`config.mk`:
```
export PLATFORM = sky130hd
export DESIGN_NAME = softmax_div_sched_flat
export DESIGN_NICKNAME = d
export VERILOG_FILES = /design/src/rtl/softmax_div_sched_if.sv /design/src/rtl/softmax_div_sched.sv /design/src/flat_wrapper.sv
export SDC_FILE = /design/constraint.sdc
export NUM_CORES = 1
export LEC_CHECK = 0
export BUFFER_PORTS_ARGS = -buffer_cell sky130_fd_sc_hd__buf_4
export CORE_MARGIN = 2
export CORE_UTILIZATION = 40
export CTS_BUF_LIST = sky130_fd_sc_hd__clkbuf_16
export CTS_CLUSTER_DIAMETER = 40
export DETAILED_ROUTE_END_ITERATION = 8
export PLACE_DENSITY_LB_ADDON = 0.2
export SYNTH_ARGS = -nofsm -noshare
export SYNTH_HDL_FRONTEND = slang
export SYNTH_SLANG_ARGS = --single-unit
```
`constraint.sdc`:
```
create_clock -name clk -period 2.9 [get_ports clk]
set_input_delay 0.58 -clock clk [delete_from_list [all_inputs] [get_ports clk]]
set_output_delay 0.58 -clock clk [all_outputs]
set_load 0.03 [all_outputs]
```
`src/rtl/softmax_div_sched_if.sv`:
```
// softmax_div_sched_if: stream, divider and status signals of the softmax divider sequencer.
interface softmax_div_sched_if;
  logic        div_ld;
  logic [31:0] div_val;
  logic        s_valid;
  logic        s_ready;
  logic [63:0] s_data;
  logic        s_last;
  logic        div_en;
  logic [63:0] div_a;
  logic [31:0] div_b;
  logic [63:0] div_quotient;
  logic        div_by_0;
  logic        m_valid;
  logic        m_ready;
  logic [63:0] m_quotient;
  logic        m_div0;
  logic        m_last;
  logic        busy;
  logic        err_div0;
  modport slave (
    input  div_ld, div_val, s_valid, s_data, s_last, div_quotient, div_by_0, m_ready,
    output s_ready, div_en, div_a, div_b, m_valid, m_quotient, m_div0, m_last, busy, err_div0
  );
  modport master (
    output div_ld, div_val, s_valid, s_data, s_last, div_quotient, div_by_0, m_ready,
    input  s_ready, div_en, div_a, div_b, m_valid, m_quotient, m_div0, m_last, busy, err_div0
  );
endinterface

```
`src/rtl/softmax_div_sched.sv`:
```
// softmax_div_sched: issues dividends into a fixed-latency divider and buffers results in a
// credit-checked FIFO so the divider never has to stall mid-vector.
module softmax_div_sched #(
  parameter int LAT        = 4,
  parameter int FIFO_DEPTH = 8
) (
  input logic               clk,
  input logic               rst_n,
  softmax_div_sched_if.slave sif
);
  localparam int AW = $clog2(FIFO_DEPTH);
  localparam int CW = $clog2(FIFO_DEPTH + 1);
  typedef enum logic [1:0] {IDLE, RUN, DRAIN} state_t;
  state_t        state_q, state_d;
  logic [LAT:0]  tv_q, tl_q;
  logic [CW-1:0] inflight_q, inflight_d, cnt_q, cnt_d;
  logic [AW-1:0] wp_q, rp_q;
  logic [65:0]   mem_q [FIFO_DEPTH];
  logic [63:0]   div_a_q;
  logic [31:0]   div_b_q;
  logic          err_q;
  logic          ld, credit, acc, wr, pop;
  assign ld          = state_q == IDLE && sif.div_ld;
  // Credit counts every result not yet popped, so a tag exit always finds a free FIFO slot.
  assign credit      = {1'b0, inflight_q} + {1'b0, cnt_q} < (CW + 1)'(FIFO_DEPTH);
  assign sif.s_ready = state_q == RUN && credit;
  assign acc         = sif.s_valid && sif.s_ready;
  assign wr          = tv_q[LAT];
  assign sif.m_valid = cnt_q != '0;
  assign pop         = sif.m_valid && sif.m_ready;
  assign inflight_d  = inflight_q + CW'(acc) - CW'(wr);
  assign cnt_d       = cnt_q + CW'(wr) - CW'(pop);
  assign {sif.m_quotient, sif.m_div0, sif.m_last} = mem_q[rp_q];
  assign sif.div_en   = state_q != IDLE;
  assign sif.busy     = state_q != IDLE;
  assign sif.div_a    = div_a_q;
  assign sif.div_b    = div_b_q;
  assign sif.err_div0 = err_q;
  always_comb begin
    state_d = state_q;
    unique case (state_q)
      IDLE:    state_d = ld ? RUN : IDLE;
      RUN:     state_d = acc && sif.s_last ? DRAIN : RUN;
      DRAIN:   state_d = inflight_q == '0 && cnt_q == '0 ? IDLE : DRAIN;
      default: state_d = IDLE;
    endcase
  end
  always_ff @(posedge clk or negedge rst_n) begin
    if (!rst_n) state_q <= IDLE;
    else state_q <= state_d;
  end
  always_ff @(posedge clk or negedge rst_n) begin
    if (!rst_n) begin
      tv_q       <= '0;
      tl_q       <= '0;
      inflight_q <= '0;
      cnt_q      <= '0;
      wp_q       <= '0;
      rp_q       <= '0;
      div_a_q    <= '0;
      div_b_q    <= '0;
      err_q      <= 1'b0;
      for (int i = 0; i < FIFO_DEPTH; i++) mem_q[i] <= '0;
    end else begin
      tv_q       <= {tv_q[LAT-1:0], acc};
      tl_q       <= {tl_q[LAT-1:0], acc & sif.s_last};
      inflight_q <= inflight_d;
      cnt_q      <= cnt_d;
      if (acc) div_a_q <= sif.s_data;
      if (ld) begin
        div_b_q <= sif.div_val;
        err_q   <= err_q | (sif.div_val == '0);
      end
      if (wr) begin
        mem_q[wp_q] <= {sif.div_quotient, sif.div_by_0, tl_q[LAT]};
        wp_q        <= wp_q + 1'b1;
      end
      if (pop) rp_q <= rp_q + 1'b1;
    end
  end
endmodule

```
`src/flat_wrapper.sv`:
```
// flat-port wrapper written by rule: the top's interface ports become plain ports
module softmax_div_sched_flat 
#(
  parameter int LAT        = 4,
  parameter int FIFO_DEPTH = 8
)
  (clk, rst_n, sif_div_ld, sif_div_val, sif_s_valid, sif_s_data, sif_s_last, sif_div_quotient, sif_div_by_0, sif_m_ready, sif_s_ready, sif_div_en, sif_div_a, sif_div_b, sif_m_valid, sif_m_quotient, sif_m_div0, sif_m_last, sif_busy, sif_err_div0);
  softmax_div_sched_if sif_i ();
  input logic clk;
  input logic rst_n;
  input wire logic [$bits(sif_i.div_ld)-1:0] sif_div_ld;
  input wire logic [$bits(sif_i.div_val)-1:0] sif_div_val;
  input wire logic [$bits(sif_i.s_valid)-1:0] sif_s_valid;
  input wire logic [$bits(sif_i.s_data)-1:0] sif_s_data;
  input wire logic [$bits(sif_i.s_last)-1:0] sif_s_last;
  input wire logic [$bits(sif_i.div_quotient)-1:0] sif_div_quotient;
  input wire logic [$bits(sif_i.div_by_0)-1:0] sif_div_by_0;
  input wire logic [$bits(sif_i.m_ready)-1:0] sif_m_ready;
  output wire logic [$bits(sif_i.s_ready)-1:0] sif_s_ready;
  output wire logic [$bits(sif_i.div_en)-1:0] sif_div_en;
  output wire logic [$bits(sif_i.div_a)-1:0] sif_div_a;
  output wire logic [$bits(sif_i.div_b)-1:0] sif_div_b;
  output wire logic [$bits(sif_i.m_valid)-1:0] sif_m_valid;
  output wire logic [$bits(sif_i.m_quotient)-1:0] sif_m_quotient;
  output wire logic [$bits(sif_i.m_div0)-1:0] sif_m_div0;
  output wire logic [$bits(sif_i.m_last)-1:0] sif_m_last;
  output wire logic [$bits(sif_i.busy)-1:0] sif_busy;
  output wire logic [$bits(sif_i.err_div0)-1:0] sif_err_div0;
  assign sif_i.div_ld = sif_div_ld;
  assign sif_i.div_val = sif_div_val;
  assign sif_i.s_valid = sif_s_valid;
  assign sif_i.s_data = sif_s_data;
  assign sif_i.s_last = sif_s_last;
  assign sif_i.div_quotient = sif_div_quotient;
  assign sif_i.div_by_0 = sif_div_by_0;
  assign sif_i.m_ready = sif_m_ready;
  assign sif_s_ready = sif_i.s_ready;
  assign sif_div_en = sif_i.div_en;
  assign sif_div_a = sif_i.div_a;
  assign sif_div_b = sif_i.div_b;
  assign sif_m_valid = sif_i.m_valid;
  assign sif_m_quotient = sif_i.m_quotient;
  assign sif_m_div0 = sif_i.m_div0;
  assign sif_m_last = sif_i.m_last;
  assign sif_busy = sif_i.busy;
  assign sif_err_div0 = sif_i.err_div0;
  softmax_div_sched #(.LAT(LAT), .FIFO_DEPTH(FIFO_DEPTH)) u_core (.clk(clk), .rst_n(rst_n), .sif(sif_i));
endmodule
```
# Yosys cells after proc, flatten, opt, wreduce, memory -nomap -nowiden
# Cells that the tools add are included.
# op_classes
n_addsub	7
order_cmp	4
eq_ne	2
mux	10
bitwise	4
reduce_logical	13
# ops
op	count
$bwmux W528	1
$bmux W66 S3	1
$demux W66 S3	1
$mux W66	3
$logic_not A32 Y1	1
$add A4 B1 Y4	2
$ge A4 B4 Y1 const B	2
$logic_not A4 Y1	2
$not A3 Y4	2
$sub A4 B1 Y4	2
$logic_and A1 B1 Y1	7
$add A3 B1 Y3 const B	2
$pmux W2 S3	1
$add A4 B4 Y5	1
$lt A5 B4 Y1 const B	1
$lt A4 B1 Y1 const B	1
$mux W2	2
$reduce_bool A4 Y1	1
$eq A2 B1 Y1 const B	1
$eq A2 B2 Y1 const B	1
$logic_not A2 Y1	1
$reduce_bool A2 Y1	1
$and A1 B1 Y1	1
$mux W1	1
$or A1 B1 Y1	1
# totals
regBits	651
input_bits	167
out_inout_bits	167
wordCells	58

# Longest topological paths before layout
# depth
depth_word	7
depth_mapped	11
depth_no_buf	11

# Worst setup path before layout
# OpenSTA, ideal clock, no wires.
# synth_path
path_type	register -> register
start	register u_core.cnt_q[2]
end	register u_core.cnt_q[2]
setup_ns	0.123
arrival_time_ns	2.377
t_required_ns	2.777
slack_ns	0.401
path_stages_with_launch	12
path_buffers	0
period_less_slack_ns	2.499
path_cell_list	dfrtp_1 inv_1 ha_1 or3b_2 nand2_1 inv_1 ha_1 inv_1 ha_1 inv_1 fa_1 xnor2_1
# synth_via
elab_chain_cells	3
elab_cells_between_ends	4
cone_classes	add/sub: 2; reduce/logical: 2
# synth_lines
item	line_no	rtl
start, declared	softmax_div_sched.sv:16	logic [CW-1:0] inflight_q, inflight_d, cnt_q, cnt_d;
start signal, assigned	softmax_div_sched.sv:68	cnt_q <= cnt_d;
$reduce_bool A4 Y1	softmax_div_sched.sv:29	assign sif.m_valid = cnt_q != '0;
via sif_m_valid	flat_wrapper.sv:23	output wire logic [$bits(sif_i.m_valid)-1:0] sif_m_valid;
$logic_and A1 B1 Y1	softmax_div_sched.sv:30	assign pop = sif.m_valid && sif.m_ready;
via u_core.pop	softmax_div_sched.sv:22	logic ld, credit, acc, wr, pop;
$sub A4 B1 Y4	softmax_div_sched.sv:32	assign cnt_d = cnt_q + CW'(wr) - CW'(pop);
via u_core.cnt_d[2]	softmax_div_sched.sv:16	
# The timed path passes the listed nets, and every way through them passes these cells.
# A chain may end at the register's enable or synchronous reset.

# Worst setup path in the final report
# layout_path
start	register u_core.rp_q[0]
end	output sif_m_quotient[50]
# layout_via
elab_chain_cells	4
# layout_lines
item	line_no	rtl
start, declared	softmax_div_sched.sv:17	logic [AW-1:0] wp_q, rp_q;
start signal, assigned	softmax_div_sched.sv:78	if (pop) rp_q <= rp_q + 1'b1;
$not A3 Y4 (implied by the code)	softmax_div_sched.sv:33	assign {sif.m_quotient, sif.m_div0, sif.m_last} = mem_q[rp_q];
$bmux W66 S3	softmax_div_sched.sv:33	
$mux W66 (implied by the code) (2 in series)	softmax_div_sched.sv:33	
end, declared	flat_wrapper.sv:24	output wire logic [$bits(sif_i.m_quotient)-1:0] sif_m_quotient;
# Every way passes these cells. The select of a mux whose other input is x is not followed.

==> metrics.yaml <==
detailed_routing:
  viasPerCell: 5.23
  wl_met1_microns: 30100
  drtAntennaViolNets: 0
  top_layer: "met5"
  met2_length_microns: 33800
  initialDrtViolationCount: 688
  wl_microns: 69600
  vias: 16400
  dr.pass1.iters: 4
  wl_met3_microns: 4040
  routedWlPerCell_microns: 22.2
  drc: 0
clock_tree:
  cts_made_buffers: 111
  cts_max_path_buffers: 3
  cts_root_buf: "clkbuf_16"
  clock-sinks: 651
  path_clk_slew_ns: 0.05
  clock_latency_ns: 0.67
  h-tree-depth: 3
  cts_tree: "yes"
synthesis:
  syn-mean-instance-area_sq_um: 17.0
  netlist_top_cells_area: "dfrtp_1 (57%), mux2_2 (27%), mux4_2 (9.9%), buf_2 (0.99%), ha_1 (0.66%)"
  synth-seq-cells: 651
  synth_top_area_share_pct: 57.4
  synth_most_common_cell: "mux2_2"
  postSynthCellCount: 1669
  ys_warn_count: 0
  synth_edf_count: 0
  synth_common_cells: "mux2_2 (681), dfrtp_1 (651), mux4_2 (125)"
  synth_fp_nets: 1853
  synthArstFlopShare_pct: 100
  yosysUniqueCellTypes: 39
  synth_area_leader_cell: "dfrtp_1"
  seq_area_frac_synth_pct: 57.4
  synth_flop_cell: "dfrtp_1"
  syn_area_sq_mm: 0.0284
timing:
  slew_headroom_pct: 56.8
  finalSetupTns_ns: -10.39
  rsz0062_at_grt: "true"
  report.final.slew_viol_count: 0
  fmax_mhz: 319
  tightest_slew_ns: 0.648
  fin_crit_ns: 3.14
  finalCritPeriodShare_pct: 108
  fin_skew_ns: 0.0346
  setup_viol: 66
  hold_viol: 0
  setup_ws_ns: -0.236
critical_path:
  critPathMaxFanout: 8
  worstPathCellList: "buf_12 > buf_16 > buf_8 > buf_16 > mux4_2 > mux2_4 > buf_6"
  crit_top_cell: "buf_16"
  cp_slowest_cell: "dfrtp_4"
  path_class: "flop to primary output"
  slowest_delay_ns: 0.50
  required_ns: 2.32
  worstSetupStartpointType: "flop"
  endpoint_kind: "primary output"
  cp.arrival_ns: 2.56
global_routing:
  grt_pass1_vias: 18500
  grt_max_degree: 85
  grtUsageTotal_pct: 19.1
  grt_pass1_wl_microns: 109000
  antenna_found_initial: 7
  gr-total-overflow: 0
status:
  status: "complete, but fails checks"
  violations: "setup timing"
floorplan:
  fp.dieH_microns: 270
  num_io_pins: 334
  initial_utilization_pct: 40.5
  dieWidth_microns: 270
  die-area_sq_mm: 0.0731
  fp-row-count: 97
  coreArea_sq_mm: 0.0701
run:
  drv_cap: 0
pwr:
  swShare_pct: 33.2
  pwr-share-comb_pct: 41.3
  leakage_uw: 0.0169
  sequentialPowerShare_pct: 30.2
  power.total_uw: 45800
  p_int_uw: 30600
  ir_worst_vdd_v: 0.000782
  power_switching_uw: 15200
  pwr-share-clk_pct: 28.5
  power_density_mw_per_mm2: 1230
placed_design:
  portBuffers: 333
  dpl.hpwl_microns: 39600
  globalplace.congestion: 0.718
worst_hold_path:
  hp-class: "input pin to flop"
finish:
  final_util_pct: 52.9
  nets: 2276
  syn2layout_area_growth_pct: 30.8
  drive_gt1_share_pct: 64.9
==> state kept, by name, indices dropped and copies added, names as in the netlist <==
name                 flops
u_core.inflight_q        4
u_core.rp_q              3
u_core.sif.div_a        64
u_core.tl_q              5
u_core.sif.err_div0      1
u_core.mem_q           528
u_core.cnt_q             4
u_core.tv_q              5
u_core.state_q           2
u_core.wp_q              3
u_core.sif.div_b        32
==> area by class of cell <==
class | instances | area [sq um]
Clock buffer | 111 | 2780
Multi-Input combinational cell | 893 | 11600
Sequential cell | 651 | 16300
Timing Repair Buffer | 416 | 4110
Clock inverter | 96 | 1030
Antenna cell | 4 | 10.0
Inverter | 19 | 71.3
Fill cell | 5883 | 33000
Tap cell | 940 | 1180
==> layer usage <==
layer,vias to the layer above,GRT usage (%)
met5,-,0
met4,6,5.68
met1,8754,24.8
met3,115,5.29
met2,390,31.4
li1,7117,-
==> cells in the final DEF, fill, tap and decap left out, types with 4 or more instances in the layout <==
master      netlist  routed
mux4_2          125     130
clkinv_4          0      10
inv_1            19      28
clkbuf_16         0     114
mux2_4            0      52
inv_6             0       6
clkinv_1          0      18
buf_16            0      15
nand2_1           4       4
nor4_1            8       8
buf_4            19     302
dfrtp_1         651     648
xnor2_1           4       4
clkinv_2          0      17
diode_2           0       4
ha_1             15      15
clkinvlp_4        0      14
mux2_2          681     629
mux2_1           11      11
bufinv_16         0      14
xor2_1            4       4
buf_12            0      28
buf_6             8      64
==> power by group through the flow <==
| stage | clock, uW | combinational [uW] | sequential (uW) |
|---|---|---|---|
| after floorplan | 0 | 10300 | 14700 |
| after global placement | 0 | 16300 | 13800 |
| after detailed placement | 0 | 16500 | 13900 |
| after CTS | 13400 | 18800 | 13800 |
| after global routing | 13800 | 20000 | 14200 |
| final | 13100 | 18900 | 13800 |
==> what timing repair did <==
item | 4_1_cts | 5_1_grt
setup endpoints to repair | 67 | 67
buffers inserted | 13 | 4
hold endpoints to repair | 45 | 0
gates resized for setup | 134 | 9
hold buffers | 1 | 0
cloned | 11 | 3
==> logic make-up after synthesis <==
| group | Yosys count | synth area share [%] |
|---|---|---|
| fa+ha+maj | 17 | 0.802 |
| xor+xnor | 8 | 0.247 |
| simple gates | 33 | 0.820 |
| buf+inv | 125 | 2.40 |
| mux | 824 | 38.0 |
| compound gates | 11 | 0.304 |
| flops | 651 | 57.4 |
==> worst max-delay path: cells and delay by family, from the launching register on <==
family,cells,cell delay (ns)
flops,1,0.50
buf+inv,5,0.68
mux,2,0.72
==> path summary, 6_finish.rpt <==
kind                            startpoint                    to  slack [ns]  cells past startpoint
setup reg to reg           u_core.cnt_q[2]       u_core.cnt_q[2]        0.45                     11
min in group asynchronous            rst_n     u_core.mem_q[444]        0.53                      2
setup / recovery            u_core.rp_q[0]    sif_m_quotient[50]       -0.24                      7
hold / removal              sif_s_data[58]  u_core.sif.div_a[58]        0.14                      2
max in group asynchronous            rst_n     u_core.mem_q[277]        1.47                      3
hold reg to reg             u_core.tv_q[2]        u_core.tv_q[3]        0.35                      0
==> metrics by stage <==
stage	hold WS, ns	instance area [sq um]	std cells	worst slack (ns)
2_1_floorplan	0.284	28400	1669	0.401
3_5_place_dp	0.336	32200	2887	0.302
5_1_grt	0.0963	37100	3130	-0.313
6_report	0.143	37100	3130	-0.236
4_1_cts	0.0850	36900	3119	-0.273
3_3_place_gp	0.334	32200	2887	0.309
(Power assumes the default switching activity.)
